==> src/rtl/oflow_score_board_pkg.sv <==
`default_nettype none
// ============================================================================
// Module      : oflow_score_board_pkg
// Description : Shared types and defaults for the optical-flow score board
//               engine: FSM state encoding, data-width defaults, the match
//               threshold and the score/ID memory address-width helper.
// Revision    : 1.0 - initial release
// ============================================================================
package oflow_score_board_pkg;

    localparam int                SCORE_W_DEF   = 16;
    localparam int                ID_LEN_DEF    = 12;
    localparam logic [15:0]       THRESHOLD_DEF = 16'd1000;

    typedef enum logic [1:0] {
        ST_IDLE  = 2'd0,
        ST_READ  = 2'd1,
        ST_DRAIN = 2'd2,
        ST_DONE  = 2'd3
    } state_t;

    // Address into a row-organised buffer: {row, pe}.
    function automatic int addr_w(input int row_len, input int pe_num);
        return row_len + $clog2(pe_num);
    endfunction

endpackage
`default_nettype wire

==> src/rtl/oflow_score_board_id_alloc.sv <==
`default_nettype none
// ============================================================================
// Module      : oflow_score_board_id_alloc
// Description : Saturating new-object ID allocator. id presents the next
//               free ID; alloc consumes it. The counter starts at 1 (ID 0
//               means "no match"), saturates at all-ones instead of wrapping,
//               and id_overflow latches once an allocation is requested while
//               the counter already sits at all-ones.
// Ports       : clk, reset_N (async, active-low), alloc (in),
//               id (out, ID_LEN), id_overflow (out, sticky)
// Revision    : 1.0 - initial release
// ============================================================================
module oflow_score_board_id_alloc
    import oflow_score_board_pkg::*;
#(
    parameter int ID_LEN = ID_LEN_DEF
) (
    input  logic              clk,
    input  logic              reset_N,
    input  logic              alloc,
    output logic [ID_LEN-1:0] id,
    output logic              id_overflow
);

    localparam logic [ID_LEN-1:0] c_all_ones = '1;
    localparam logic [ID_LEN-1:0] c_id_one   = ID_LEN'(1);

    logic [ID_LEN-1:0] r_next_id;
    logic              r_overflow;

    always_ff @(posedge clk or negedge reset_N) begin
        if (!reset_N) begin
            r_next_id  <= c_id_one;
            r_overflow <= 1'b0;
        end else if (alloc) begin
            // Once at all-ones the counter holds, so every later allocation
            // re-issues all-ones and the overflow flag records the loss.
            if (r_next_id == c_all_ones) begin
                r_overflow <= 1'b1;
            end else begin
                r_next_id <= r_next_id + c_id_one;
            end
        end
    end

    assign id          = r_next_id;
    assign id_overflow = r_overflow;

endmodule
`default_nettype wire

==> src/rtl/oflow_score_board_engine.sv <==
`default_nettype none
// ============================================================================
// Module      : oflow_score_board_engine
// Description : Responder of the start/done score-board handshake. For each
//               start it reads every valid PE slot of the selected row of
//               the score buffer, decides each object's ID (reuse the
//               matched previous-frame ID or allocate a new one), writes it
//               to the ID memory and pulses done_score_board.
// Ports       : clk, reset_N          - clock, async active-low reset
//               start_score_board     - 1-cycle start (row/frame/num sampled)
//               row_sel_by_set, frame_num, num_valid - job description
//               done_score_board      - 1-cycle completion pulse
//               rd_en/rd_addr, rd_score/rd_id - score buffer read port
//                                       (data returns one cycle after rd_en)
//               wr_en/wr_addr/wr_id   - ID memory write port
//               id_overflow           - sticky new-ID counter saturation
// Revision    : 1.0 - initial release
// ============================================================================
module oflow_score_board_engine
    import oflow_score_board_pkg::*;
#(
    parameter int                 PE_NUM                = 8,
    parameter int                 ROW_LEN               = 4,
    parameter int                 SCORE_W               = SCORE_W_DEF,
    parameter int                 ID_LEN                = ID_LEN_DEF,
    parameter logic [SCORE_W-1:0] THRESHOLD             = SCORE_W'(THRESHOLD_DEF),
    parameter int                 TOTAL_FRAME_NUM_WIDTH = 8,
    localparam int                PE_W                  = $clog2(PE_NUM),
    localparam int                CNT_W                 = PE_W + 1,
    localparam int                ADDR_W                = addr_w(ROW_LEN, PE_NUM)
) (
    input  logic                             clk,
    input  logic                             reset_N,
    input  logic                             start_score_board,
    input  logic [ROW_LEN-1:0]               row_sel_by_set,
    input  logic [TOTAL_FRAME_NUM_WIDTH-1:0] frame_num,
    input  logic [CNT_W-1:0]                 num_valid,
    output logic                             done_score_board,
    output logic                             rd_en,
    output logic [ADDR_W-1:0]                rd_addr,
    input  logic [SCORE_W-1:0]               rd_score,
    input  logic [ID_LEN-1:0]                rd_id,
    output logic                             wr_en,
    output logic [ADDR_W-1:0]                wr_addr,
    output logic [ID_LEN-1:0]                wr_id,
    output logic                             id_overflow
);

    localparam logic [CNT_W-1:0] c_pe_num  = CNT_W'(PE_NUM);
    localparam logic [CNT_W-1:0] c_cnt_one = CNT_W'(1);
    localparam logic [PE_W-1:0]  c_pe_one  = PE_W'(1);

    state_t                           r_state;
    state_t                           w_state_nxt;
    logic [ROW_LEN-1:0]               r_row;
    logic [TOTAL_FRAME_NUM_WIDTH-1:0] r_frame;
    logic [CNT_W-1:0]                 r_num;
    logic [PE_W-1:0]                  r_pe;
    logic                             r_wr_en;
    logic [ADDR_W-1:0]                r_wr_addr;

    logic [CNT_W-1:0]                 w_num_clamped;
    logic                             w_last_rd;
    logic                             w_match;
    logic                             w_alloc;
    logic [ID_LEN-1:0]                w_new_id;

    assign w_num_clamped = (num_valid > c_pe_num) ? c_pe_num : num_valid;
    // Only evaluated in READ, where r_num is at least 1.
    assign w_last_rd     = ({1'b0, r_pe} == (r_num - c_cnt_one));

    // ------------------------------------------------------------------
    // FSM
    // ------------------------------------------------------------------
    always_ff @(posedge clk or negedge reset_N) begin
        if (!reset_N) begin
            r_state <= ST_IDLE;
        end else begin
            r_state <= w_state_nxt;
        end
    end

    // A start outside IDLE (including the DONE cycle) is simply not looked at.
    always_comb begin
        w_state_nxt = r_state;
        case (r_state)
            ST_IDLE: begin
                if (start_score_board) begin
                    w_state_nxt = (w_num_clamped == '0) ? ST_DRAIN : ST_READ;
                end
            end
            ST_READ: begin
                if (w_last_rd) begin
                    w_state_nxt = ST_DRAIN;
                end
            end
            ST_DRAIN: w_state_nxt = ST_DONE;
            ST_DONE:  w_state_nxt = ST_IDLE;
            default:  w_state_nxt = ST_IDLE;
        endcase
    end

    // ------------------------------------------------------------------
    // Job latch, read-address counter and read->write address delay
    // ------------------------------------------------------------------
    always_ff @(posedge clk or negedge reset_N) begin
        if (!reset_N) begin
            r_row     <= '0;
            r_frame   <= '0;
            r_num     <= '0;
            r_pe      <= '0;
            r_wr_en   <= 1'b0;
            r_wr_addr <= '0;
        end else begin
            if (r_state == ST_IDLE && start_score_board) begin
                r_row   <= row_sel_by_set;
                r_frame <= frame_num;
                r_num   <= w_num_clamped;
                r_pe    <= '0;
            end else if (r_state == ST_READ) begin
                r_pe <= r_pe + c_pe_one;
            end
            // Write lands in the cycle the read data returns.
            r_wr_en   <= rd_en;
            r_wr_addr <= rd_addr;
        end
    end

    assign rd_en   = (r_state == ST_READ);
    assign rd_addr = rd_en ? {r_row, r_pe} : '0;

    // ------------------------------------------------------------------
    // ID decision on returned data
    // ------------------------------------------------------------------
    assign w_match = (r_frame != '0) && (rd_id != '0) && (rd_score <= THRESHOLD);
    assign w_alloc = r_wr_en && !w_match;

    oflow_score_board_id_alloc #(
        .ID_LEN      (ID_LEN)
    ) u_id_alloc (
        .clk         (clk),
        .reset_N     (reset_N),
        .alloc       (w_alloc),
        .id          (w_new_id),
        .id_overflow (id_overflow)
    );

    assign wr_en            = r_wr_en;
    assign wr_addr          = r_wr_addr;
    assign wr_id            = !r_wr_en ? '0 : (w_match ? rd_id : w_new_id);
    assign done_score_board = (r_state == ST_DONE);

endmodule
`default_nettype wire

==> config.mk <==
export PLATFORM = sky130hd
export DESIGN_NAME = oflow_score_board_engine
export DESIGN_NICKNAME = d
export VERILOG_FILES = /design/src/rtl/oflow_score_board_pkg.sv /design/src/rtl/oflow_score_board_id_alloc.sv /design/src/rtl/oflow_score_board_engine.sv
export SDC_FILE = /design/constraint.sdc
export NUM_CORES = 1
export LEC_CHECK = 0
export ABC_AREA = 1
export CAP_MARGIN = 10
export CORE_MARGIN = 8
export CORE_UTILIZATION = 35
export CTS_CLUSTER_DIAMETER = 120
export DETAILED_ROUTE_END_ITERATION = 6
export PLACE_DENSITY = 0.72
export SLEW_MARGIN = 15
export SYNTH_ARGS = -nofsm -noshare
export SYNTH_HDL_FRONTEND = slang
export SYNTH_SLANG_ARGS = --single-unit
export TNS_END_PERCENT = 5
==> constraint.sdc <==
create_clock -name clk -period 3.3 [get_ports clk]
set_input_delay 0.495 -clock clk [delete_from_list [all_inputs] [get_ports clk]]
set_output_delay 0.495 -clock clk [all_outputs]
set_load 0.01 [all_outputs]
==> results of run 1 <==
[placed cells by master (no fill, tap or decap), types with 3 or more instances in the layout]
master           Yosys  routed
nand4_1             14      14
nand2_1            141     141
o21ai_0              7       7
nand3_2              3       3
clkbuf_8             0       5
xor2_1               6       6
inv_1               35      35
clkdlybuf4s50_1      0      75
nor2_1              53      53
nand3_1             12      12
a21oi_1              3       3
dfrtp_1             41      41
ha_1                 8       8
[kinds of logic after synthesis]
family	Yosys count
AND/OR/NAND/NOR	230
buffers and inverters	47
flip-flops	42
AO/OA/AOI/OAI	11
XOR/XNOR	8
adder cells (fa/ha/maj)	8
[final timing paths]
| check | from | end | slack [ns] | depth (start not counted) |
|---|---|---|---|---|
| worst min-delay path | reset_N | r_row[1] | 0.34 | 1 |
| max in group asynchronous | reset_N | r_pe[2] | 2.38 | 1 |
| min in group clk | r_frame[2] | r_frame[2] | 0.49 | 2 |
| worst max register to register | r_state[0] | r_num[0] | 1.45 | 5 |
| worst min register to register | r_frame[2] | r_frame[2] | 0.49 | 2 |
| worst max-delay path | rd_score[13] | wr_id[10] | 0.33 | 10 |
[routing by layer]
layer,wire (um),share of wire [%],track usage [%],vias up
li1,-,-,-,1206
met1,2810,48,14.7,980
met2,2430,41,19.9,72
met3,589,10,5.66,5
met4,52,0.88,3.14,0
met5,0,0,0,-
[cell usage after synthesis, types with 3 or more instances]
library cell and count:
nand4_1 14, clkbuf_1 4, nor2_1 53, nand2_1 141, xor2_1 6, ha_1 8, a21oi_1 3, nand3_2 3
dfrtp_1 41, nand3_1 12, o21ai_0 7, inv_1 35
[registers in the layout (all words and copies together), names as in the netlist, 2 cells and up]
| signal | cells |
|---|---|
| u_id_alloc.id | 12 |
| r_row | 4 |
| r_state | 2 |
| wr_addr | 7 |
| r_pe | 3 |
| r_num | 4 |
| r_frame | 8 |
[power groups by stage]
stage	logic [mW]	registers [mW]	clock network [mW]
final	0.914	0.871	0.391
after global routing	1.05	0.903	0.434
after CTS	0.937	0.871	0.407
after floorplan	0.611	0.828	0
after global placement	0.911	0.872	0
after detailed placement	0.933	0.879	0
[final cells by class]
type | count | area [um^2]
inverters | 35 | 131
multi-input cells | 257 | 1200
clock inverters | 3 | 40.0
well taps | 96 | 120
repair buffers | 78 | 771
clock buffers | 5 | 68.8
fillers | 705 | 3410
flip-flops and latches | 42 | 1050
[critical path, delay by kind of cell]
family	cells	cell delay, ns
buf+inv	3	1.18
simple gates	7	0.79
==> results.yml, run 1 <==
logic_synthesis:
  mappedNetlistArea_um2: 2450
  yosys.area_share.simple_pct: 39.6
  ffs_latches_synth: 42
  synth_cell_type_count: 25
  post_synthesis_mean_instance_area_um2: 7.08
  async_reset_ff_share_pct: 100
  largest_family_of_logic_cells_by_synthesized_area: "simple AND/OR/NAND/NOR gates"
  synth-compound-area-share_pct: 2.35
  synthAdderAreaFrac_pct: 4.08
  synth-xor-area-share_pct: 2.86
  synth_flop_cell: "dfrtp_1"
  post-synth-top-area-fraction_pct: 41.9
  yosysTopAreaCell: "dfrtp_1"
  ys_warn_count: 0
  synth.area.top_cells: "dfrtp_1, nand2_1, nor2_1"
  synthesis.nets: 401
  netlist_instances: 346
  post_synth_mux_area_share_pct: 0
  synth-seq-area-share_pct: 42.9
  synth-edff-count: 0
clock_tree:
  numClockSinks: 42
  hold_buffers: 0
  ctsLongestPathBuffers: 2
  tritoncts: "yes"
  cts_made_buffers: 5
  clkLatencyLatePin_ns: 0.29
  clk_root_buffer_cell: "clkbuf_8"
  postCtsSetupBuffers: 0
  cts_resized: 0
  clock_tree.htree_level_count: 2
  clk_pin_slew_ns: 0.08
die:
  top_level_ports: 77
  rows: 30
  chip_width_um: 99.7
  floorplan.die_area_um2: 9940
  initial_standard_cell_utilization_of_the_core_pct: 36.1
  core_um2: 6790
  die_height_um: 99.7
global_route:
  grt_usage_pct: 12.4
  grt_start_max_net_pins: 43
  first_global_vias: 2319
  grt_antenna_before_repair: 0
  overflow: 0
  wire_length_of_the_first_global_routing_pass_mm: 10.3
power_and_ir_drop:
  total_power_mw: 2.18
  share_of_power_burned_in_registers_pct: 40.0
  power_report.internal_total_mw: 1.36
  power.share.combinational_pct: 42.0
  power.density_cell_area_nw_per_um2: 644
  ir_drop_mv: 0.529
  netSwitchingPower_mw: 0.820
  p_leak_nw: 1.73
  power_frac_clock_pct: 18.0
  switching_share_pct: 37.7
layout:
  layout.cell_area.non_filler_um2: 3380
  finalNonFillerCells: 516
  design.final.nets: 474
  final_util_pct: 49.8
  area_growth_syn_to_layout_pct: 37.9
  antenna_cells_inserted: 0
  drive_gt1_share_pct: 4.29
setup_path:
  critical_path_class: "input pin to output pin"
  timing.critical_path.cells: "clkdlybuf4s50_1 > nor2_1 > nand3_1 > nor2_1 > nand3_2 > buf_4 > nand2_1 > nand2_1 > nor2_1 > clkdlybuf4s50_1"
  worst_ep_arrival_time_ns: 2.47
  crit_path_max_fanout: 29
  critical_path.startpoint_type: "input pin"
  worst_ep_required_time_ns: 2.80
  crit_path_end_kind: "output pin"
  critical_path.slowest_cell: "clkdlybuf4s50_1"
  critPathMaxStageDelay_ns: 0.55
  cp_common_cell: "nor2_1"
timing:
  finalSetupViolCount: 0
  post-route-worst-setup-slack_ns: 0.330
  clock_skew_ns: 0.00465
  hold_viol_final: 0
  timing.final.max_slew_violations: 0
  worst_slew_margin_relative_to_its_limit_pct: 38.2
  fin_setup_tns_ns: 0
  timing_worst_slew_pin_value_ns: 0.928
  min_period_ns: 2.97
  whs_ns: 0.340
  setup_repair_after_global_routing_missed_its_margin: "no"
  period_share_pct: 90.0
  fmax_ghz: 0.337
placed_design:
  dp_area_um2: 3270
  pre_cts_ws_ns: 0.337
  port-buffer-count: 76
  numPlacedInstances: 508
  dp.final_hpwl_mm: 4.49
  gp_congestion: 0.771
routing:
  detailroute.via_count: 2263
  drt_iter0_drc: 62
  drt-wirelength-per-cell_um: 11.4
  drt_pre_antenna_iters: 4
  drtAntennaViolNets: 0
  drc: 0
  finalWirelength_mm: 5.88
  via_per_inst: 4.39
outcome:
  outcome: "completed"
worst_hold_path:
  worstHoldPathType: "input pin to async pin"
job:
  timing.max_cap.violations: 0
(Power assumes the default switching activity.)
==> run 2: changes to the inputs <==
--- a/config.mk
+++ b/config.mk
@@ -10,9 +10,10 @@
 export CORE_MARGIN = 8
 export CORE_UTILIZATION = 35
 export CTS_CLUSTER_DIAMETER = 120
+export CTS_CLUSTER_SIZE = 8
 export DETAILED_ROUTE_END_ITERATION = 6
 export PLACE_DENSITY = 0.72
-export SLEW_MARGIN = 15
+export SLEW_MARGIN = 10
 export SYNTH_ARGS = -nofsm -noshare
 export SYNTH_HDL_FRONTEND = slang
 export SYNTH_SLANG_ARGS = --single-unit
==> results of run 2 <==
Same layout as run 1: the final DEF is identical, and so are final timing and power.
==> run 3: changes to the inputs <==
--- a/config.mk
+++ b/config.mk
@@ -8,13 +8,14 @@
 export ABC_AREA = 1
 export CAP_MARGIN = 10
 export CORE_MARGIN = 8
-export CORE_UTILIZATION = 35
+export CORE_UTILIZATION = 48
 export CTS_CLUSTER_DIAMETER = 120
 export CTS_CLUSTER_SIZE = 8
 export DETAILED_ROUTE_END_ITERATION = 6
-export PLACE_DENSITY = 0.72
+export PLACE_DENSITY = 0.91
 export SLEW_MARGIN = 10
 export SYNTH_ARGS = -nofsm -noshare
 export SYNTH_HDL_FRONTEND = slang
+export SYNTH_HIERARCHICAL = 1
 export SYNTH_SLANG_ARGS = --single-unit
 export TNS_END_PERCENT = 5
==> results.yml, run 3 <==
die:
  top_level_ports: 77
  chip_width_um: 87.7
  rows: 26
  floorplan.die_area_um2: 7700
  core_um2: 5040
  die_height_um: 87.7
  initial_standard_cell_utilization_of_the_core_pct: 49.0
logic_synthesis:
  ys_warn_count: 6
  post-synth-top-area-fraction_pct: 41.5
  yosysMostFrequentCell: "nand2_1"
  async_reset_ff_share_pct: 100
  synth-seq-area-share_pct: 42.6
  synth_cell_type_count: 31
  synth-edff-count: 0
  post_synthesis_mean_instance_area_um2: 7.12
  synthesis.nets: 402
  netlist_instances: 347
  synth_flop_cell: "dfrtp_1"
  ffs_latches_synth: 42
  cell_types_with_the_highest_counts_after_synthesis: "nand2_1, nor2_1, inv_1"
  synth.area.top_cells: "dfrtp_1, nand2_1, nor2_1"
  yosysTopAreaCell: "dfrtp_1"
  mappedNetlistArea_um2: 2470
setup_path:
  worst_ep_arrival_time_ns: 2.65
  worstSetupEndpoint: "wr_id[11]"
  timing.critical_path.depth: 9
  critPathTopFamily: "simple AND/OR/NAND/NOR gates"
  worst_ep_required_time_ns: 2.80
  critical_path.slowest_cell: "clkdlybuf4s50_1"
  r2r_cells: 11
  crit_path_start: "rd_score[15]"
  critPathMaxStageDelay_ns: 0.55
  crit_path_end_kind: "output pin"
  timing.rr.start: "r_frame[7]"
  timing.critical_path.cells: "clkdlybuf4s50_1 > nor2_1 > nand3_1 > nor2_2 > nand3_2 > nand2_1 > nand2_1 > nor2_1 > clkdlybuf4s50_1"
  crit_path_max_fanout: 25
  cp_num_buf_inv: 2
  rr_endpoint: "u_id_alloc/id[6]"
  critical_path.startpoint_type: "input pin"
  critical_path_class: "input pin to output pin"
  r2r_setup_slk_ns: 1.21
placed_design:
  dp_area_um2: 3270
  pre_cts_ws_ns: 0.147
  port-buffer-count: 76
  dp.final_hpwl_mm: 4.72
  gp_congestion: 0.822
  numPlacedInstances: 487
timing:
  period_share_pct: 95.4
  worst_slew_margin_relative_to_its_limit_pct: 39.6
  timing_worst_slew_pin_value_ns: 0.906
  fmax_ghz: 0.318
  post-route-worst-setup-slack_ns: 0.152
  finalSetupViolCount: 0
  hold_viol_final: 0
  timing.final.max_slew_violations: 0
  setup_repair_after_global_routing_missed_its_margin: "no"
  clock_skew_ns: 0.00797
  fin_setup_tns_ns: 0
  min_period_ns: 3.15
clock_tree:
  clk_root_buffer_cell: "clkbuf_8"
  clkLatencyLatePin_ns: 0.30
  ctsLongestPathBuffers: 2
  clock_tree.htree_level_count: 2
  numClockSinks: 42
  cts_resized: 0
  cts_made_buffers: 5
  postCtsSetupBuffers: 0
  hold_buffers: 0
  tritoncts: "yes"
  clk_pin_slew_ns: 0.08
routing:
  drc: 0
  finalWirelength_mm: 6.07
  detailroute.via_count: 2328
  drtAntennaViolNets: 0
  via_per_inst: 4.70
  drt_pre_antenna_iters: 5
  drt_iter0_drc: 94
  drt-wirelength-per-cell_um: 12.3
power_and_ir_drop:
  share_of_power_burned_in_registers_pct: 39.9
  switching_share_pct: 39.6
  ir_drop_mv: 0.496
  power_report.internal_total_mw: 1.30
  power_frac_clock_pct: 15.6
  p_leak_nw: 1.69
  netSwitchingPower_mw: 0.852
  power.share.combinational_pct: 44.5
  power.density_cell_area_nw_per_um2: 640
layout:
  final_util_pct: 66.7
  antenna_cells_inserted: 0
  finalNonFillerCells: 495
  area_growth_syn_to_layout_pct: 36.2
  layout_commonest_cell: "nand2_1"
  multi_input_area_um2: 1190
  design.final.nets: 479
  layout.cell_area.non_filler_um2: 3360
  drive_gt1_share_pct: 5.88
  final-seq-area_um2: 1050
  number_of_flip_flops_in_the_largest_register: 12
  fillCellCount: 424
  leading_cell_types_in_the_layout_fill_and_taps_excluded: "nand2_1, clkdlybuf4s50_1, nor2_1, inv_1, dfrtp_1"
worst_hold_path:
  worstHoldPathType: "input pin to async pin"
global_route:
  first_global_vias: 2394
  grt_start_max_net_pins: 43
  overflow: 0
  grt_antenna_before_repair: 0
  grt_usage_pct: 16.6
  wire_length_of_the_first_global_routing_pass_mm: 10.3
outcome:
  outcome: "completed"
job:
  timing.max_cap.violations: 0
run 3: worst min-delay path by stage:
stage | endpoint | slack, ns | depth (start not counted)
floorplan | r_frame[0] | 0.20 | 0
global placement | r_row[1] | 0.46 | 2
detailed placement | r_frame[2] | 0.47 | 2
CTS | r_row[0] | 0.36 | 1
global route | r_row[0] | 0.40 | 1
finish | r_row[0] | 0.32 | 1
run 3: power groups by stage:
| stage | sequential [mW] | combinational, mW | clock (mW) |
|---|---|---|---|
| floorplan | 0.827 | 0.624 | 0 |
| global placement | 0.850 | 0.926 | 0 |
| detailed placement | 0.864 | 0.958 | 0 |
| CTS | 0.858 | 0.971 | 0.345 |
| global route | 0.881 | 1.09 | 0.372 |
| finish | 0.859 | 0.959 | 0.337 |
run 3: worst register-to-register path, cell delays in order (launching register included):
cell and delay [ns]:
dfrtp_1 0.38, nor2_1 0.13, nand2_1 0.06, nor2_1 0.13, nor2_2 0.06, nand3_2 0.34
nand2_1 0.10, inv_1 0.23, inv_2 0.08, nor3_2 0.24, nand2_1 0.10, xnor2_1 0.12
run 3: per-layer routing:
layer	track usage [%]	part of all wire, %	up-vias
li1	-	-	1195
met1	17.0	40	1048
met2	31.0	51	78
met3	5.63	8.2	7
met4	4.53	1.0	0
met5	0	0	-
run 3: kinds of logic after synthesis:
| group | share of synthesized area [%] |
|---|---|
| and+or+nand+nor | 38.3 |
| AOI/OAI and AO/OA | 3.19 |
| adders and majority gates | 4.05 |
| buffers and inverters | 9.02 |
| DFF | 42.6 |
| xor gates and xnor gates | 2.79 |
run 3: cell type report:
type	count	area share [%]
clock inverters	1	0.149
flip-flops and latches	42	31.3
well taps	70	2.60
inverters	48	5.43
clock buffers	7	2.57
multi-input cells	251	35.5
repair buffers	76	22.5
run 3: through the flow:
step / hold slack (ns) / power, mW
detailed placement: 0.470 / 1.82
global placement: 0.462 / 1.78
global route: 0.401 / 2.34
CTS: 0.356 / 2.17
floorplan: 0.199 / 1.45
finish: 0.322 / 2.15
